--- src/rtl/jtag_pkg.sv ---
// Shared JTAG TAP definitions: TAP state encoding, instruction opcodes,
// data-register select codes and the default device ID.
package jtag_pkg;

    typedef enum logic [3:0] {
        ST_TLR, ST_RTI,
        ST_SEL_DR, ST_CAP_DR, ST_SHIFT_DR, ST_EXIT1_DR, ST_PAUSE_DR, ST_EXIT2_DR, ST_UPD_DR,
        ST_SEL_IR, ST_CAP_IR, ST_SHIFT_IR, ST_EXIT1_IR, ST_PAUSE_IR, ST_EXIT2_IR, ST_UPD_IR
    } tap_state_e;

    typedef enum logic [1:0] {
        SEL_BYPASS, SEL_IDCODE, SEL_LED, SEL_SW
    } dr_sel_e;

    localparam int OPC_IDCODE   = 1;
    localparam int OPC_USER_LED = 2;
    localparam int OPC_USER_SW  = 3;

    localparam logic [31:0] IDCODE_DEFAULT = 32'h1000_0001;

endpackage

--- src/rtl/jtag_tap_fsm.sv ---
// IEEE 1149.1 TAP controller state machine, advanced on rising TCK.
module jtag_tap_fsm
    import jtag_pkg::*;
(
    input  logic       TCK,
    input  logic       TRST,
    input  logic       TMS,
    output tap_state_e state
);

    tap_state_e state_q;

    always_ff @(posedge TCK or posedge TRST) begin
        if (TRST) begin
            state_q <= ST_TLR;
        end else begin
            case (state_q)
                ST_TLR:      state_q <= TMS ? ST_TLR      : ST_RTI;
                ST_RTI:      state_q <= TMS ? ST_SEL_DR   : ST_RTI;
                ST_SEL_DR:   state_q <= TMS ? ST_SEL_IR   : ST_CAP_DR;
                ST_CAP_DR:   state_q <= TMS ? ST_EXIT1_DR : ST_SHIFT_DR;
                ST_SHIFT_DR: state_q <= TMS ? ST_EXIT1_DR : ST_SHIFT_DR;
                ST_EXIT1_DR: state_q <= TMS ? ST_UPD_DR   : ST_PAUSE_DR;
                ST_PAUSE_DR: state_q <= TMS ? ST_EXIT2_DR : ST_PAUSE_DR;
                ST_EXIT2_DR: state_q <= TMS ? ST_UPD_DR   : ST_SHIFT_DR;
                ST_UPD_DR:   state_q <= TMS ? ST_SEL_DR   : ST_RTI;
                ST_SEL_IR:   state_q <= TMS ? ST_TLR      : ST_CAP_IR;
                ST_CAP_IR:   state_q <= TMS ? ST_EXIT1_IR : ST_SHIFT_IR;
                ST_SHIFT_IR: state_q <= TMS ? ST_EXIT1_IR : ST_SHIFT_IR;
                ST_EXIT1_IR: state_q <= TMS ? ST_UPD_IR   : ST_PAUSE_IR;
                ST_PAUSE_IR: state_q <= TMS ? ST_EXIT2_IR : ST_PAUSE_IR;
                ST_EXIT2_IR: state_q <= TMS ? ST_UPD_IR   : ST_SHIFT_IR;
                ST_UPD_IR:   state_q <= TMS ? ST_SEL_DR   : ST_RTI;
                default:     state_q <= ST_TLR;
            endcase
        end
    end

    assign state = state_q;

endmodule

--- src/rtl/jtag_tap.sv ---
// JTAG TAP with BYPASS, USER_LED and USER_SW data registers.
// Define JTAG_TAP_IDCODE_EN to add the 32-bit IDCODE register (reset IR = IDCODE).
module jtag_tap
    import jtag_pkg::*;
#(
    parameter int          IR_WIDTH   = 4,
    parameter int          DR_WIDTH   = 8,
    parameter logic [31:0] IDCODE_VAL = IDCODE_DEFAULT
) (
    input  logic                TCK,
    input  logic                TRST,
    input  logic                TMS,
    input  logic                TDI,
    output logic                TDO,
    input  logic [DR_WIDTH-1:0] SW_IN,
    output logic [DR_WIDTH-1:0] LED_DATA,
    output logic                TAP_RESET
);

    localparam logic [IR_WIDTH-1:0] IR_BYPASS = '1;
    localparam logic [IR_WIDTH-1:0] IR_LED    = IR_WIDTH'(OPC_USER_LED);
    localparam logic [IR_WIDTH-1:0] IR_SW     = IR_WIDTH'(OPC_USER_SW);
`ifdef JTAG_TAP_IDCODE_EN
    localparam logic [IR_WIDTH-1:0] IR_IDCODE = IR_WIDTH'(OPC_IDCODE);
    localparam logic [IR_WIDTH-1:0] IR_RESET  = IR_IDCODE;
`else
    localparam logic [IR_WIDTH-1:0] IR_RESET  = IR_BYPASS;
`endif

    tap_state_e state;

    jtag_tap_fsm u_fsm (
        .TCK   (TCK),
        .TRST  (TRST),
        .TMS   (TMS),
        .state (state)
    );

    assign TAP_RESET = (state == ST_TLR);

    logic [IR_WIDTH-1:0] ir_sr_q, ir_sr_d;
    logic [IR_WIDTH-1:0] ir_q, ir_d;
    logic [IR_WIDTH-1:0] ir_act;
    logic                bypass_q, bypass_d;
    logic [DR_WIDTH-1:0] dr_sr_q, dr_sr_d;
    logic [DR_WIDTH-1:0] led_q, led_d;
    logic                tdo_q, tdo_d;
    dr_sel_e             sel;

    // While in Test-Logic-Reset the reset instruction is already in force,
    // so decode sees it on the same edge the state is entered.
    assign ir_act = TAP_RESET ? IR_RESET : ir_q;

    always_comb begin
        sel = SEL_BYPASS;
        case (ir_act)
            IR_LED:    sel = SEL_LED;
            IR_SW:     sel = SEL_SW;
`ifdef JTAG_TAP_IDCODE_EN
            IR_IDCODE: sel = SEL_IDCODE;
`endif
            default:   sel = SEL_BYPASS;
        endcase
    end

`ifdef JTAG_TAP_IDCODE_EN
    logic [31:0] id_sr_q, id_sr_d;

    always_comb begin
        id_sr_d = id_sr_q;
        if (sel == SEL_IDCODE) begin
            if (state == ST_CAP_DR)        id_sr_d = IDCODE_VAL;
            else if (state == ST_SHIFT_DR) id_sr_d = {TDI, id_sr_q[31:1]};
        end
    end

    always_ff @(posedge TCK or posedge TRST) begin
        if (TRST) id_sr_q <= '0;
        else      id_sr_q <= id_sr_d;
    end
`else
    logic unused_idcode;
    assign unused_idcode = ^IDCODE_VAL;
`endif

    always_comb begin
        ir_sr_d  = ir_sr_q;
        ir_d     = ir_q;
        bypass_d = bypass_q;
        dr_sr_d  = dr_sr_q;
        led_d    = led_q;
        case (state)
            ST_TLR:      ir_d    = IR_RESET;
            ST_CAP_IR:   ir_sr_d = IR_WIDTH'(1);
            ST_SHIFT_IR: ir_sr_d = {TDI, ir_sr_q[IR_WIDTH-1:1]};
            ST_UPD_IR:   ir_d    = ir_sr_q;
            ST_CAP_DR: begin
                case (sel)
                    SEL_LED:    dr_sr_d  = led_q;
                    SEL_SW:     dr_sr_d  = SW_IN;
                    SEL_BYPASS: bypass_d = 1'b0;
                    default:    ;
                endcase
            end
            ST_SHIFT_DR: begin
                case (sel)
                    SEL_LED,
                    SEL_SW:     dr_sr_d  = {TDI, dr_sr_q[DR_WIDTH-1:1]};
                    SEL_BYPASS: bypass_d = TDI;
                    default:    ;
                endcase
            end
            ST_UPD_DR:   if (sel == SEL_LED) led_d = dr_sr_q;
            default:     ;
        endcase
    end

    always_comb begin
        tdo_d = 1'b0;
        if (state == ST_SHIFT_IR) begin
            tdo_d = ir_sr_q[0];
        end else if (state == ST_SHIFT_DR) begin
            case (sel)
                SEL_LED,
                SEL_SW:     tdo_d = dr_sr_q[0];
`ifdef JTAG_TAP_IDCODE_EN
                SEL_IDCODE: tdo_d = id_sr_q[0];
`endif
                default:    tdo_d = bypass_q;
            endcase
        end
    end

    always_ff @(posedge TCK or posedge TRST) begin
        if (TRST) begin
            ir_sr_q  <= '0;
            ir_q     <= IR_RESET;
            bypass_q <= 1'b0;
            dr_sr_q  <= '0;
            led_q    <= '0;
        end else begin
            ir_sr_q  <= ir_sr_d;
            ir_q     <= ir_d;
            bypass_q <= bypass_d;
            dr_sr_q  <= dr_sr_d;
            led_q    <= led_d;
        end
    end

    // TDO launches on the falling edge so the host samples it on the next rise.
    always_ff @(negedge TCK or posedge TRST) begin
        if (TRST) tdo_q <= 1'b0;
        else      tdo_q <= tdo_d;
    end

    assign TDO      = tdo_q;
    assign LED_DATA = led_q;

endmodule

--- config.mk ---
export PLATFORM = sky130hd
export DESIGN_NAME = jtag_tap
export DESIGN_NICKNAME = d
export VERILOG_FILES = /design/src/rtl/jtag_pkg.sv /design/src/rtl/jtag_tap_fsm.sv /design/src/rtl/jtag_tap.sv
export SDC_FILE = /design/constraint.sdc
export NUM_CORES = 1
export LEC_CHECK = 0
export CAP_MARGIN = 10
export CORE_ASPECT_RATIO = 1.2
export CORE_MARGIN = 2
export CORE_UTILIZATION = 41
export CTS_CLUSTER_SIZE = 14
export DETAILED_ROUTE_END_ITERATION = 7
export SYNTH_ARGS = -nofsm -noshare
export SYNTH_HDL_FRONTEND = slang
export SYNTH_HIERARCHICAL = 1
export SYNTH_SLANG_ARGS = --single-unit
--- constraint.sdc ---
create_clock -name TCK -period 2.1 [get_ports TCK]
set_clock_uncertainty 0.1 [all_clocks]
set_input_delay 0.63 -clock TCK [delete_from_list [all_inputs] [get_ports TCK]]
set_output_delay 0.63 -clock TCK [all_outputs]
set_load 0.1 [all_outputs]
==> reports/metrics.yaml, run 1 <==
status:
  status: "finished with violations"
  violations: "negative setup slack"
global_route:
  grt_overflow: 0
  grt_pass1_vias: 1440
  grt_max_degree: 26
  grt_use_total_pct: 19.9
  grt_first_pass_wirelength_um: 7210
  antenna_found_initial: 0
routing:
  avgViaCountPerCell: 5.48
  drtPass1Iterations: 4
  ant_nets: 0
  drtIter0Drc: 52
  routed_wl_um: 4120
  wl_per_cell_um: 15.4
  num_vias: 1464
  drc: 0
sta:
  hold_violations: 0
  setup_viol: 3
  finalMaxSlewViolations: 0
  worst_hold_slack_ns: 0.414
  tightest_slew_ns: 0.496
  finalSetupTns_ns: -1.32
  fin_ws_ns: -0.586
  relSlewSlack_pct: 66.9
  rsz0062_at_grt: "yes"
floorplanning:
  die_width_um: 63.3
  die_area_sq_um: 4750
  row_count: 25
  die_h_um: 75.1
  core-area_sq_um: 4000
  ios: 22
  start_util_pct: 43.2
setup_path:
  cp-start-kind: "register"
  end_kind: "output port"
  path_class: "reg -> out"
  crit_slowest_cell: "dfrtn_1"
  worst_ep_arrival_time_ns: 1.96
  cpPeakStageDelay_ns: 0.43
  cp.required_ns: 1.37
  path_max_fanout: 1
  path_cells: "buf_12"
  path_delay_family: "flip-flops"
  path_buf_inv: 1
placement:
  port-buffer-count: 21
  post-place-ws_ns: -0.467
  placed_cells: 255
  dp_hpwl_um: 2910
  gp_congestion: 0.801
finish:
  layout.nets: 224
  num_antenna_cells: 0
  final_cell_mix: "dfrtp_1, nand2_1, buf_4"
  layout_commonest_cell: "dfrtp_1"
  area_growth_pct: 35.7
  drive_gt1_share_pct: 29.6
  final_cells: 267
yosys:
  synth_cell_types: 48
  async_reset_ff_share_pct: 100
  yosys_register_bits: 30
  synth_area_sq_um: 1730
  yosysSeqAreaShare_pct: 43.7
  synth-main-ff-cell: "dfrtp_1"
  synth_edf_count: 0
  yosysWarnings: 6
  synth.area.top_cells: "dfrtp_1, dfstp_2, mux2_1"
  postSynthCellCount: 177
  synth_top_area_cell: "dfrtp_1"
  syn_avg_cell_area_sq_um: 9.76
  synth_top_area_share_pct: 36.2
  synth_nets: 189
cts:
  root_buffer: "clkbuf_8"
  clk_pin_slew_ns: 0.07
  cts_inserted_buffers: 5
  cts_buffer_depth: 2
  clkSinkCount: 30
  clk_latency_ns: 0.28
  ctsHtreeMaxLevel: 2
  cts_hold_buf: 0
  cts_tree: "yes"
pwr:
  p_leak_nw: 1.03
  power_density_nw_per_um2: 1030
  peakVddDrop_v: 0.000574
run:
  cap_violations: 0
hold_path:
  min_path_type: "reg -> reg"
## final cells by class
cell class	instances	area, sq um
inverters	4	22.5
clock buffers	8	110
fillers	382	1660
repair buffers	39	465
multi-input cells	132	923
flip-flops and latches	30	756
well taps	54	67.6
## metal layers
metal,part of all wire [%],vias to the layer above,track usage (%)
li1,-,711,-
met1,45,713,25.1
met2,49,35,32.0
met3,5.1,5,5.83
met4,1.5,0,8.94
met5,0,-,0
## synthesized netlist by cell type, types with 2 or more instances
| master | instances |
|---|---|
| nor2_1 | 5 |
| nand3b_1 | 2 |
| a21o_1 | 7 |
| o22ai_1 | 2 |
| nor2b_1 | 4 |
| mux2_1 | 8 |
| nor3_2 | 7 |
| and3_1 | 2 |
| nor3_1 | 9 |
| dfstp_2 | 4 |
| nand2_1 | 24 |
| a21oi_1 | 3 |
| o31ai_1 | 8 |
| buf_2 | 6 |
| nor3b_2 | 2 |
| nand3_1 | 6 |
| clkbuf_1 | 2 |
| a211o_1 | 2 |
| inv_1 | 4 |
| o21ai_0 | 11 |
| nand2b_1 | 3 |
| a22oi_1 | 4 |
| dfrtp_1 | 25 |
| buf_6 | 3 |
## what timing repair did
| item | CTS | global route |
|---|---|---|
| endpoints found under the setup margin | 3 | 17 |
| gates resized for setup | 1 | 7 |
| pin swaps | 0 | 1 |
| cloned | 0 | 1 |
| buffers inserted | 2 | 2 |
## path summary, 6_finish.rpt
check / startpoint / end / slack [ns] / depth (start not counted)
hold / removal: dr_sr_q[6]$_DFFE_PP0P_ / dr_sr_q[6]$_DFFE_PP0P_ / 0.41 / 2
min in group asynchronous: TRST / u_fsm/state[1]$_DFF_PP0_ / 0.53 / 2
setup reg to reg: u_fsm/state[1]$_DFF_PP0_ / TDO$_DFF_NP0_ / -0.50 / 4
max in group asynchronous: TRST / TDO$_DFF_NP0_ / 0.33 / 2
setup / recovery: TDO$_DFF_NP0_ / TDO / -0.59 / 1
hold reg to reg: dr_sr_q[6]$_DFFE_PP0P_ / dr_sr_q[6]$_DFFE_PP0P_ / 0.41 / 2
## tightest hold or removal path, cell delays in order (launching register included)
cell	delay, ns
dfrtp_1	0.37
nand2_1	0.06
o31ai_1	0.05
## registers in the layout, indices dropped and copies added (netlist names)
name and count:
u_fsm/state 4, LED_DATA 8, bypass_q 1, dr_sr_q 8
ir_q 4, ir_sr_q 4, TDO 1
## metrics by stage
step           total power, W  cell area (sq um)  util, %
4_1_cts               0.00238               2280     56.9
3_3_place_gp          0.00175               2150     53.7
3_5_place_dp          0.00180               2150     53.7
6_report              0.00242               2340     58.6
2_1_floorplan         0.00154               1740        -
5_1_grt               0.00260               2340     58.6
## power by group
part	switching [W]	total [W]	internal (W)
Sequential	0.0000749	0.000760	0.000685
Clock	0.000214	0.000545	0.000331
Combinational	0.000616	0.00112	0.000503
## cell families after synthesis
family	count (synthesis)	share of synthesized area (%)
muxes	9	5.79
AOI/OAI and AO/OA	45	17.8
DFF	30	43.7
xor gates and xnor gates	1	0.507
buffers and inverters	16	5.43
and+or+nand+nor	76	26.7
Power figures use the tool's default switching activity.
==> run 2, diff against run 1 <==
CORE_ASPECT_RATIO = unset   (was 1.2)
==> run 2 against run 1 <==
The run still ends with negative setup slack left. Combinational power increased by 7%. Non-clock buffer count increased by 5. First-iteration DRC count increased by 140%. Clock power decreased by 14%. Utilization increased by 0.16 points. Worst setup slack improved by 0.0036 ns. Critical path depth unchanged.
==> reports/metrics.yaml, run 2 (synthesis results as in run 1) <==
status:
  status: "finished with violations"
  violations: "negative setup slack"
sta:
  relSlewSlack_pct: 70.5  # +3.6 points
  tightest_slew_ns: 0.439  # -0.0567 ns
  fin_ws_ns: -0.582  # +0.00356 ns
  hold_violations: 0  # unchanged
  worst_hold_slack_ns: 0.414  # +0.000454 ns
  finalMaxSlewViolations: 0  # unchanged
  setup_viol: 5  # +2
  rsz0062_at_grt: "yes"
routing:
  avgViaCountPerCell: 5.67  # +3.4%
  routed_wl_um: 4310  # +4.7%
  num_vias: 1519  # +3.8%
  wl_per_cell_um: 16.1  # +4.3%
  ant_nets: 0  # unchanged
  drtPass1Iterations: 4  # unchanged
  drtIter0Drc: 123  # +140%
  drc: 0  # unchanged
pwr:
  power_density_nw_per_um2: 1030  # -0.79%
  p_leak_nw: 1.04  # +0.92%
  peakVddDrop_v: 0.000518  # -9.8%
  finalPower_w: 0.00243  # +0.11%
global_route:
  grt_pass1_vias: 1462  # +1.5%
  grt_first_pass_wirelength_um: 6930  # -3.8%
  grt_overflow: 0  # unchanged
  grt_max_degree: 26  # unchanged
  antenna_found_initial: 0  # unchanged
  grt_use_total_pct: 19.9  # +0.062 points
floorplanning:
  die_area_sq_um: 4750  # about the same
  core-area_sq_um: 4030  # +0.62%
  row_count: 23  # -8.0%
  die_width_um: 68.9  # +8.9%
  ios: 22  # unchanged
  start_util_pct: 42.9  # -0.27 points
  die_h_um: 68.9  # -8.2%
cts:
  clk_latency_ns: 0.28  # about the same
  ctsHtreeMaxLevel: 2  # unchanged
  cts_tree: "yes"
  clkSinkCount: 30  # unchanged
  cts_buffer_depth: 2  # unchanged
  root_buffer: "clkbuf_8"
  cts_inserted_buffers: 5  # unchanged
  clk_pin_slew_ns: 0.06  # about the same
setup_path:
  worst_ep_arrival_time_ns: 1.95  # about the same
  ff2ff_path_depth: 4  # unchanged
  crit_slowest_cell: "dfrtn_1"
  cp-start-kind: "register"
  cp.required_ns: 1.37  # about the same
  crit_cells: 1  # unchanged
  path_class: "reg -> out"
  path_delay_family: "flip-flops"
  path_max_fanout: 1  # unchanged
  path_buf_inv: 1  # unchanged
  end_kind: "output port"
  cpPeakStageDelay_ns: 0.43  # about the same
  path_cells: "buf_12"
finish:
  final_area_sq_um: 2370  # +0.91%
  final_cell_mix: "dfrtp_1, nand2_1, buf_4"
  num_antenna_cells: 0  # unchanged
  layout_commonest_cell: "dfrtp_1"
  fill_cells: 350  # -8.4%
  drive_gt1_share_pct: 31.7  # +2.1 points
  area_growth_pct: 36.9
  layout.nets: 229  # +2.2%
  final_cells: 268  # +0.37%
placement:
  port-buffer-count: 21  # unchanged
  dpl_cell_area_sq_um: 2140  # -0.23%
  gp_congestion: 0.847  # +5.8%
  dp_hpwl_um: 2910  # about the same
  placed_cells: 251  # -1.6%
hold_path:
  worstHoldPathCells: 2  # unchanged
  min_path_type: "reg -> reg"
run:
  cap_violations: 0  # unchanged
run 2: final cells by class:
cell class / count / area, sq um / area share (%)
clock buffer: 7 / 86.3 / 3.65
multi-input combinational: 132 / 932 / 39.4
sequential: 30 / 756 / 31.9
clock inverter: 1 / 5.00 / 0.212
inverter: 4 / 22.5 / 0.952
timing repair buffer: 44 / 502 / 21.2
tap: 50 / 62.6 / 2.64
run 2: per-stage QoR:
stage | setup TNS [ns] | worst slack, ns | utilization, %
finish | -1.49 | -0.582 | 58.7
detailed placement | -0.754 | -0.472 | 53.2
global route | -1.86 | -0.604 | 58.7
floorplan | -1.31 | -0.629 | -
global placement | -0.724 | -0.445 | 53.2
CTS | -1.28 | -0.589 | 56.0
run 2: timing repair:
action	CTS	global route
gates resized for setup	1	14
pin swaps	1	4
setup endpoints to repair	3	10
cloned	0	1
setup buffers	2	6
hold buffers	0	0
run 2: worst register-to-register path, cell delays in order (launching register included):
cell,delay (ns)
dfrtp_1,0.38
or4_4,0.56
nand2_2,0.08
mux2i_1,0.17
o22ai_1,0.09
run 2: worst paths after layout:
path                                            endpoint                      from  slack, ns
worst max-delay path                                 TDO             TDO$_DFF_NP0_      -0.58
worst min-delay path              dr_sr_q[2]$_DFFE_PP0P_    dr_sr_q[2]$_DFFE_PP0P_       0.41
worst max register to register             TDO$_DFF_NP0_  u_fsm/state[1]$_DFF_PP0_      -0.48
worst min register to register    dr_sr_q[2]$_DFFE_PP0P_    dr_sr_q[2]$_DFFE_PP0P_       0.41
max in group asynchronous                  TDO$_DFF_NP0_                      TRST       0.31
min in group asynchronous       u_fsm/state[1]$_DFF_PP0_                      TRST       0.55
run 2: power breakdown:
part,internal [W],switching [W],leakage [nW]
registers,0.000685,0.0000764,0.354
clock network,0.000264,0.000205,0.0482
logic,0.000541,0.000656,0.639
total,0.00149,0.000937,1.04
run 2: per-layer routing:
layer,up-vias,GRT usage (%),share of wire [%]
met2,31,34.6,50
met3,2,3.90,3.5
met4,0,4.41,0.51
li1,722,-,-
met5,-,0,0
met1,764,25.7,46
